`config.mk`:
```
export PLATFORM = sky130hd
export DESIGN_NAME = view_vector_loader_flat
export DESIGN_NICKNAME = d
export VERILOG_FILES = /design/src/rtl/view_vector_loader_pkg.sv /design/src/rtl/view_vector_loader_if.sv /design/src/rtl/view_vector_loader_spi_frame_rx.sv /design/src/rtl/view_vector_loader.sv /design/src/flat_wrapper.sv
export SDC_FILE = /design/constraint.sdc
export NUM_CORES = 1
export LEC_CHECK = 0
export ABC_AREA = 1
export ABC_CLOCK_PERIOD_IN_PS = 11400
export CORE_MARGIN = 1.5
export CORE_UTILIZATION = 52
export CTS_CLUSTER_DIAMETER = 120
export CTS_CLUSTER_SIZE = 25
export DETAILED_ROUTE_END_ITERATION = 8
export PLACE_DENSITY = 0.88
export SLEW_MARGIN = 30
export SYNTH_ARGS = -nofsm -noshare
export SYNTH_HDL_FRONTEND = slang
export SYNTH_SLANG_ARGS = --single-unit
```
`constraint.sdc`:
```
create_clock -name clk -period 11.4 [get_ports clk]
set_input_delay 3.42 -clock clk [delete_from_list [all_inputs] [get_ports clk]]
set_output_delay 3.42 -clock clk [all_outputs]
set_load 0.1 [all_outputs]
```
`src/rtl/view_vector_loader_pkg.sv`:
```
// Shared fixed-point widths, frame geometry and reset-default view vectors.
// Latency: n/a (constants and types only).
// Backpressure: n/a.
package view_vector_loader_pkg;

  // Q7.9 signed fixed-point word.
  localparam int FW         = 16;
  localparam int NVEC       = 6;
  localparam int FRAME_BITS = NVEC * FW;

  // The bit counter is 7 bits wide. It saturates one past a full frame so that
  // an over-long frame can never alias back to a legal count.
  localparam int             CNT_W     = 7;
  localparam logic [CNT_W-1:0] CNT_FRAME = 7'd96;
  localparam logic [CNT_W-1:0] CNT_SAT   = 7'd97;

  // Power-on view: standing at (1.5, 1.5), facing +Y, with a half-width camera plane.
  localparam logic [FW-1:0] PLAYER_X_RST = 16'h0300;
  localparam logic [FW-1:0] PLAYER_Y_RST = 16'h0300;
  localparam logic [FW-1:0] FACING_X_RST = 16'h0000;
  localparam logic [FW-1:0] FACING_Y_RST = 16'h0200;
  localparam logic [FW-1:0] VPLANE_X_RST = 16'hFF00;
  localparam logic [FW-1:0] VPLANE_Y_RST = 16'h0000;

  // Live registers use the same packing as the SPI frame: playerX in the top word.
  localparam logic [FRAME_BITS-1:0] LIVE_RST = {PLAYER_X_RST, PLAYER_Y_RST,
                                                FACING_X_RST, FACING_Y_RST,
                                                VPLANE_X_RST, VPLANE_Y_RST};

  typedef enum logic [1:0] {
    ST_IDLE  = 2'd0,
    ST_SHIFT = 2'd1,
    ST_DONE  = 2'd2
  } rx_state_e;

endpackage

```
`src/rtl/view_vector_loader_if.sv`:
```
// SPI pin bundle carrying one vector set per select-low frame.
// Latency: n/a (wires only).
// Backpressure: none; the SPI master free-runs and the receiver must keep up.
interface view_vector_loader_if;
  logic i_sclk;
  logic i_mosi;
  logic i_ss_n;

  modport master (output i_sclk, output i_mosi, output i_ss_n);
  modport slave  (input  i_sclk, input  i_mosi, input  i_ss_n);
endinterface

```
`src/rtl/view_vector_loader_spi_frame_rx.sv`:
```
// SPI mode-0 frame receiver: synchronises pins into clk, shifts bits, judges frame length.
// Latency: frame_done asserts 3 clk after the ss_n rising edge reaches the pin.
// Backpressure: none; frame_done/frame_ok are single-cycle and must be consumed at once.
module view_vector_loader_spi_frame_rx
  import view_vector_loader_pkg::*;
(
  input  logic                  clk,
  input  logic                  reset,
  input  logic                  i_sclk,
  input  logic                  i_mosi,
  input  logic                  i_ss_n,
  output logic                  frame_done,
  output logic                  frame_ok,
  output logic [FRAME_BITS-1:0] frame_dat
);

  // Index 0 is the first synchroniser stage, 1 the settled value, 2 the edge-detect history.
  logic [2:0] sclk_sync_q, sclk_sync_d;
  logic [1:0] mosi_sync_q, mosi_sync_d;
  logic [2:0] ss_sync_q,   ss_sync_d;

  rx_state_e              state_q, state_d;
  logic [CNT_W-1:0]       cnt_q,   cnt_d;
  logic                   ovf_q,   ovf_d;
  logic [FRAME_BITS-1:0]  shreg_q, shreg_d;

  logic sclk_rise;
  logic ss_fall;
  logic ss_rise;

  // Synchroniser chains advance one stage per clk.
  always_comb begin
    sclk_sync_d = {sclk_sync_q[1:0], i_sclk};
    mosi_sync_d = {mosi_sync_q[0],   i_mosi};
    ss_sync_d   = {ss_sync_q[1:0],   i_ss_n};
  end

  assign sclk_rise = sclk_sync_q[1] & ~sclk_sync_q[2];
  assign ss_fall   = ~ss_sync_q[1] &  ss_sync_q[2];
  assign ss_rise   =  ss_sync_q[1] & ~ss_sync_q[2];

  // Next-state, bit shifting/counting and the one-cycle frame verdict.
  always_comb begin
    state_d    = state_q;
    cnt_d      = cnt_q;
    ovf_d      = ovf_q;
    shreg_d    = shreg_q;
    frame_done = 1'b0;
    frame_ok   = 1'b0;
    case (state_q)
      ST_IDLE: begin
        if (ss_fall) begin
          state_d = ST_SHIFT;
          cnt_d   = '0;
          ovf_d   = 1'b0;
        end
      end
      ST_SHIFT: begin
        if (sclk_rise) begin
          shreg_d = {shreg_q[FRAME_BITS-2:0], mosi_sync_q[1]};
          if (cnt_q != CNT_SAT) begin
            cnt_d = cnt_q + 7'd1;
          end
          if (cnt_q == CNT_SAT - 7'd1) begin
            ovf_d = 1'b1;
          end
        end
        if (ss_rise) begin
          state_d = ST_DONE;
        end
      end
      ST_DONE: begin
        frame_done = 1'b1;
        frame_ok   = (cnt_q == CNT_FRAME) && !ovf_q;
        state_d    = ST_IDLE;
      end
      default: begin
        state_d = ST_IDLE;
      end
    endcase
  end

  // State and synchroniser registers; ss_n resets high so no false select edge follows reset.
  always_ff @(posedge clk or posedge reset) begin
    if (reset) begin
      sclk_sync_q <= 3'b000;
      mosi_sync_q <= 2'b00;
      ss_sync_q   <= 3'b111;
      state_q     <= ST_IDLE;
      cnt_q       <= '0;
      ovf_q       <= 1'b0;
      shreg_q     <= '0;
    end else begin
      sclk_sync_q <= sclk_sync_d;
      mosi_sync_q <= mosi_sync_d;
      ss_sync_q   <= ss_sync_d;
      state_q     <= state_d;
      cnt_q       <= cnt_d;
      ovf_q       <= ovf_d;
      shreg_q     <= shreg_d;
    end
  end

  assign frame_dat = shreg_q;

endmodule

```
`src/rtl/view_vector_loader.sv`:
```
// Double-buffered view vector loader: SPI frame -> pending set -> live set on frame-end strobe.
// Latency: ss_n rising at the pin -> o_ready high after 4 clk; commit visible 1 clk after load_if_ready.
// Backpressure: none; a newer complete frame overwrites an uncommitted pending set.
module view_vector_loader
  import view_vector_loader_pkg::*;
(
  input  logic                 clk,
  input  logic                 reset,
  view_vector_loader_if.slave  spi,
  input  logic                 load_if_ready,
  output logic [FW-1:0]        playerX,
  output logic [FW-1:0]        playerY,
  output logic [FW-1:0]        facingX,
  output logic [FW-1:0]        facingY,
  output logic [FW-1:0]        vplaneX,
  output logic [FW-1:0]        vplaneY,
  output logic                 o_ready,
  output logic                 o_frame_err
);

  logic                  frame_done;
  logic                  frame_ok;
  logic [FRAME_BITS-1:0] frame_dat;

  logic [FRAME_BITS-1:0] pending_q, pending_d;
  logic [FRAME_BITS-1:0] live_q,    live_d;
  logic                  ready_q,   ready_d;
  logic                  err_q,     err_d;
  logic                  commit;

  view_vector_loader_spi_frame_rx u_rx (
    .clk        (clk),
    .reset      (reset),
    .i_sclk     (spi.i_sclk),
    .i_mosi     (spi.i_mosi),
    .i_ss_n     (spi.i_ss_n),
    .frame_done (frame_done),
    .frame_ok   (frame_ok),
    .frame_dat  (frame_dat)
  );

  assign commit = load_if_ready && ready_q;

  // Commit takes the pending set as it stood this cycle, so a frame landing in the
  // same cycle becomes the next pending set and re-arms o_ready (set beats clear).
  always_comb begin
    live_d    = live_q;
    pending_d = pending_q;
    ready_d   = ready_q;
    err_d     = 1'b0;
    if (commit) begin
      live_d  = pending_q;
      ready_d = 1'b0;
    end
    if (frame_done) begin
      if (frame_ok) begin
        pending_d = frame_dat;
        ready_d   = 1'b1;
      end else begin
        err_d = 1'b1;
      end
    end
  end

  // Buffer and status registers.
  always_ff @(posedge clk or posedge reset) begin
    if (reset) begin
      live_q    <= LIVE_RST;
      pending_q <= '0;
      ready_q   <= 1'b0;
      err_q     <= 1'b0;
    end else begin
      live_q    <= live_d;
      pending_q <= pending_d;
      ready_q   <= ready_d;
      err_q     <= err_d;
    end
  end

  assign playerX     = live_q[6*FW-1:5*FW];
  assign playerY     = live_q[5*FW-1:4*FW];
  assign facingX     = live_q[4*FW-1:3*FW];
  assign facingY     = live_q[3*FW-1:2*FW];
  assign vplaneX     = live_q[2*FW-1:1*FW];
  assign vplaneY     = live_q[1*FW-1:0];
  assign o_ready     = ready_q;
  assign o_frame_err = err_q;

endmodule

```
`src/flat_wrapper.sv`:
```
// flat-port wrapper written by rule: the top's interface ports become plain ports
module view_vector_loader_flat import view_vector_loader_pkg::*;
  (clk, reset, load_if_ready, playerX, playerY, facingX, facingY, vplaneX, vplaneY, o_ready, o_frame_err, spi_i_sclk, spi_i_mosi, spi_i_ss_n);
  view_vector_loader_if spi_i ();
  input  logic clk;
  input  logic reset;
  input  logic load_if_ready;
  output logic [FW-1:0] playerX;
  output logic [FW-1:0] playerY;
  output logic [FW-1:0] facingX;
  output logic [FW-1:0] facingY;
  output logic [FW-1:0] vplaneX;
  output logic [FW-1:0] vplaneY;
  output logic o_ready;
  output logic o_frame_err;
  input wire logic [$bits(spi_i.i_sclk)-1:0] spi_i_sclk;
  input wire logic [$bits(spi_i.i_mosi)-1:0] spi_i_mosi;
  input wire logic [$bits(spi_i.i_ss_n)-1:0] spi_i_ss_n;
  assign spi_i.i_sclk = spi_i_sclk;
  assign spi_i.i_mosi = spi_i_mosi;
  assign spi_i.i_ss_n = spi_i_ss_n;
  view_vector_loader u_core (.clk(clk), .reset(reset), .spi(spi_i), .load_if_ready(load_if_ready), .playerX(playerX), .playerY(playerY), .facingX(facingX), .facingY(facingY), .vplaneX(vplaneX), .vplaneY(vplaneY), .o_ready(o_ready), .o_frame_err(o_frame_err));
endmodule
```
* Word-level counts from Yosys, hierarchy flattened *
Index checks and enable logic that the tools add are counted.

operators by class
  reductions and logical operators = 10
  muxes and demuxes = 18
  add/subtract/negate cells = 1
  bitwise logic cells = 6
  equality and inequality tests = 9

operators by type and width
  operator               count
  $mux W7                3
  $pmux W7 S2            1
  $mux W1                10
  $ne A2 B2 Y1 const B   5
  $reduce_and A4 Y1      2
  $add A7 B1 Y7 const B  1
  $eq A7 B7 Y1 const B   1
  $ne A7 B7 Y1 const B   1
  $reduce_and A2 Y1      3
  $mux W2                2
  $pmux W2 S2            1
  $and A1 B1 Y1          3
  $not A1 Y1             3
  $eq A2 B1 Y1 const B   1
  $eq A2 B2 Y1 const B   1
  $logic_and A1 B1 Y1    2
  $logic_not A2 Y1       1
  $pmux W1 S2            1
  $reduce_bool A2 Y1     1
  $logic_not A1 Y1       1

word-level totals
  output and inout port bits = 98
  bits in registers = 308
  logic and storage cells = 55

* Longest topological paths before layout *
  depth after elaboration = 5
  gate-level depth with buffers = 9
  gate-level depth less buffers = 8

* Hierarchy *
A second synthesis with hierarchy kept.

second synthesis, totals
  cells, all modules = 1,288
  area total of the unflattened synthesis = 12,176.7 um2

modules (own cells, without submodules)
  module                           times used  cells an instance  area an instance (um2)  sequential area each (um2)
  view_vector_loader               1           841                7,709.9                 4,870.9
  view_vector_loader_spi_frame_rx  1           447                4,466.8                 2,856.5

* Worst setup path before layout *
No wires, ideal clock.

  kind = input-to-reg
  start point = input load_if_ready
  end point = register u_core.live_q[12]
  arrival time = 4.307 ns
  stages = 4
  setup time = 0.126 ns
  data required time = 11.274 ns
  path slack = 6.967 ns
  path through = nand2_1 -> buf_2 -> buf_2 -> mux2_2

on the way
  word-level cells in the longest chain between the ends = 1

ends and longest elaborated chain
  item                  line                      text
  start, declared       flat_wrapper.sv:7         input logic load_if_ready;
  $logic_and A1 B1 Y1   view_vector_loader.sv:42  assign commit = load_if_ready && ready_q;
  end signal, assigned  view_vector_loader.sv:73  live_q <= live_d;
  end, declared         view_vector_loader.sv:26  logic [FRAME_BITS-1:0] live_q, live_d;

Every way passes these cells.
A chain may end at the register's enable or synchronous reset.

* Worst setup path after layout *
  start point = register u_core.live_q[27]
  end point = output vplaneX[11]

RTL lines
  item           line                text
  end, declared  flat_wrapper.sv:12  output logic [FW-1:0] vplaneX;

No word-level cell between the ends.

==> impl_results.md <==
* Pins Over Slew Limit at 0
* DP Worst Slack at 5760 ps
* First-pass GRT wire length at 34400 microns
* P_int at 1.42 mW
* CP Cell Sequence: clkdlybuf4s50_1
* Fill cell count at 1765
* Worst endpoint data arrival time at 2180 ps
* Startpoint types: flop
* WL final at 19800 microns
* Dpl cell area at 13000 sq um
* Seq/Total Area, Yosys at 0.649
* CP top delay family: buffers and inverters
* CP Data Required Time at 7980 ps
* Part of the power in registers at 0.613
* Via density at 5.01
* Vias in the first global route at 7089
* Power per Cell Area at 135 nW/um^2
* DIE AREA at 23800 sq um
* CP peak stage delay at 1140 ps
* Syn Inst Count at 1014
* Final Critical Period at 5600 ps
* Hpwl dp at 12600 microns
* CP max FO at 2
* Switch Pwr at 0.413 mW
* Root Driver: clkbuf_16
* Starting Density at 0.527
* Pwr Total at 1.83 mW
* Clock sink count at 308
* PostCTS Resize Cnt at 0
* Row count at 55
* RSZ-0062 raised after global routing: no
* Final core utilization at 0.599
* Antenna violations before repair at 0
* Grt ovf at 0
* DR WL/cell at 14.3 microns
* Input/output buffers at 103
* Area grow syn2layout at 13.6%
* Clock Latency Late Sink at 500 ps
* CTS tree: built
* Post-synth EDFFs at 0
* Nets at 1099
* Initial DRC Count at 457
* Clock network power share at 0.339
* Max cap viols at 0
* CTS Hold Bufs at 0
* Max_slew headroom at 0.305
* Post-route worst setup slack at 5800 ps
* Endpoints failing hold at 0
* Hold WS at 349 ps
* Routed vias at 6939
* Ports at 104
* Chip Height at 154 microns
* Crit path kind: flop to output pin
* Core ar. at 22600 sq um
* Leakage Power at 6.13 nW
* Ys async rst share at 1.00
* Critical-path top delay cell: clkdlybuf4s50_1
* Max VDD drop at 0.0715 mV
* Predominant post-synthesis flop cell: dfrtp_1
* Worst Setup End Kind: output pin
* H-tree depth at 1
* Die W at 154 microns
* Setup Viol. Count Final at 0
* GRT Total Usage at 0.174
* Post-Synthesis Mean Instance Area at 11.7 sq um
* CTS clk-pin slew, worst paths at 100 ps
* Commonest non-fill, non-tap cell in the layout: dfrtp_1
* Peak Freq at 179 MHz
* CTS buffer count at 16
* DRT Pass-1 Iters at 4
* Largest net degree at the start of global routing at 185
* Distinct cell type count after synthesis at 23
* Status: complete, no violations
* Synth Cell Area at 11900 sq um
* Post-detailed-route count of antenna-violating nets at 0
* Slew @ Worst Pin at 1040 ps
* Finished Cell Area at 13500 sq um
* Most frequent cells in the layout: dfrtp_1 (292), nand2_1 (214), inv_1 (108), o21ai_0 (106), clkdlybuf4s50_1 (102)
* Total number of yosys warnings at 0
* Fraction of layout cells with a size suffix above 1 at 0.204
* Final period util at 0.491
* Sum of negative setup slack at 0 ps
* Maximum clock insertion buffer count at 3
* DRC Markers at 0
* Antenna diodes at 0
* Placed cells at 1356
* Placer Congestion at 0.722
* Synth Net Count at 1023
* Buffers & Inverters on Critical Path at 1
* Post-CTS Setup Bufs at 0
* Yosys reg bits at 308
* Non-Filler Instances at 1385
* Clock Skews at 18.7 ps
* Logic gate share of total power at 0.048
* Sw Share at 0.226
* Hold Path Class: flop to flop
[Yosys cell counts, types with 3 or more instances]
| cell type | n | area, sq um |
|---|---|---|
| inv_1 | 109 | 409 |
| nand3_1 | 8 | 40.0 |
| buf_6 | 20 | 225 |
| o21ai_1 | 14 | 70.1 |
| o21ai_2 | 79 | 692 |
| nor2_1 | 10 | 37.5 |
| o21ai_0 | 106 | 531 |
| clkbuf_1 | 10 | 37.5 |
| nand2_1 | 216 | 811 |
| buf_2 | 23 | 115 |
| dfstp_2 | 16 | 420 |
| dfrtp_1 | 292 | 7310 |
| mux2_2 | 96 | 1080 |
| ha_1 | 3 | 37.5 |
[worst paths after layout]
| check | start | to | slack, ps | cells past startpoint |
|---|---|---|---|---|
| worst max-delay path | u_core.live_q[27]$_DFFE_PP1P_ | vplaneX[11] | 5800 | 1 |
| worst min-delay path | u_core.u_rx.sclk_sync_q[0]$_DFF_PP0_ | u_core.u_rx.sclk_sync_q[1]$_DFF_PP0_ | 350 | 0 |
| worst max register to register | u_core.u_rx.state_q[0]$_DFFE_PP0P_ | u_core.u_rx.cnt_q[6]$_DFFE_PP0P_ | 8820 | 8 |
| worst min register to register | u_core.u_rx.sclk_sync_q[0]$_DFF_PP0_ | u_core.u_rx.sclk_sync_q[1]$_DFF_PP0_ | 350 | 0 |
| max in group asynchronous | reset | u_core.live_q[18]$_DFFE_PP0P_ | 6430 | 5 |
| min in group asynchronous | reset | u_core.live_q[69]$_DFFE_PP0P_ | 3530 | 3 |
[cell type report]
type	instances	area, sq um	share of cell area
Timing Repair Buffer	111	1130	0.0833
Multi-Input combinational cell	544	3410	0.252
Sequential cell	308	7730	0.572
Tap cell	285	357	0.0264
Clock inverter	1	20.0	0.00148
Inverter	109	413	0.0305
Clock buffer	27	463	0.0343
[state kept, by name, summed over array words and instances (netlist names), 2 cells and up]
name,cells
u_core.u_rx.cnt_q,7
u_core.u_rx.ss_sync_q,3
u_core.u_rx.frame_dat,96
u_core.live_q,96
u_core.u_rx.sclk_sync_q,3
u_core.u_rx.state_q,2
u_core.u_rx.mosi_sync_q,2
u_core.pending_q,96
[cell families after synthesis]
kind of cell / share of synthesized area
and+or+nand+nor: 0.0775
buffers and inverters: 0.0661
DFF: 0.649
xor gates and xnor gates: 0.00221
muxes: 0.0908
adders and majority gates: 0.00315
AOI/OAI and AO/OA: 0.111
[power groups by stage]
stage          Clock, mW  Sequential (mW)  Combinational (mW)
2_1_floorplan          0             1.14              0.0682
3_3_place_gp           0             1.14              0.0843
3_5_place_dp           0             1.14              0.0892
4_1_cts            0.642             1.12              0.0896
5_1_grt            0.681             1.13               0.104
6_report           0.620             1.12              0.0879
[routing by layer]
layer,routed length [microns],up-vias,track usage,share of wire
li1,-,3404,-,-
met1,8940,3429,0.237,0.45
met2,10000,79,0.301,0.51
met3,487,27,0.0185,0.025
met4,390,0,0.0481,0.020
met5,0,-,0,0
Power figures use the tool's default switching activity.
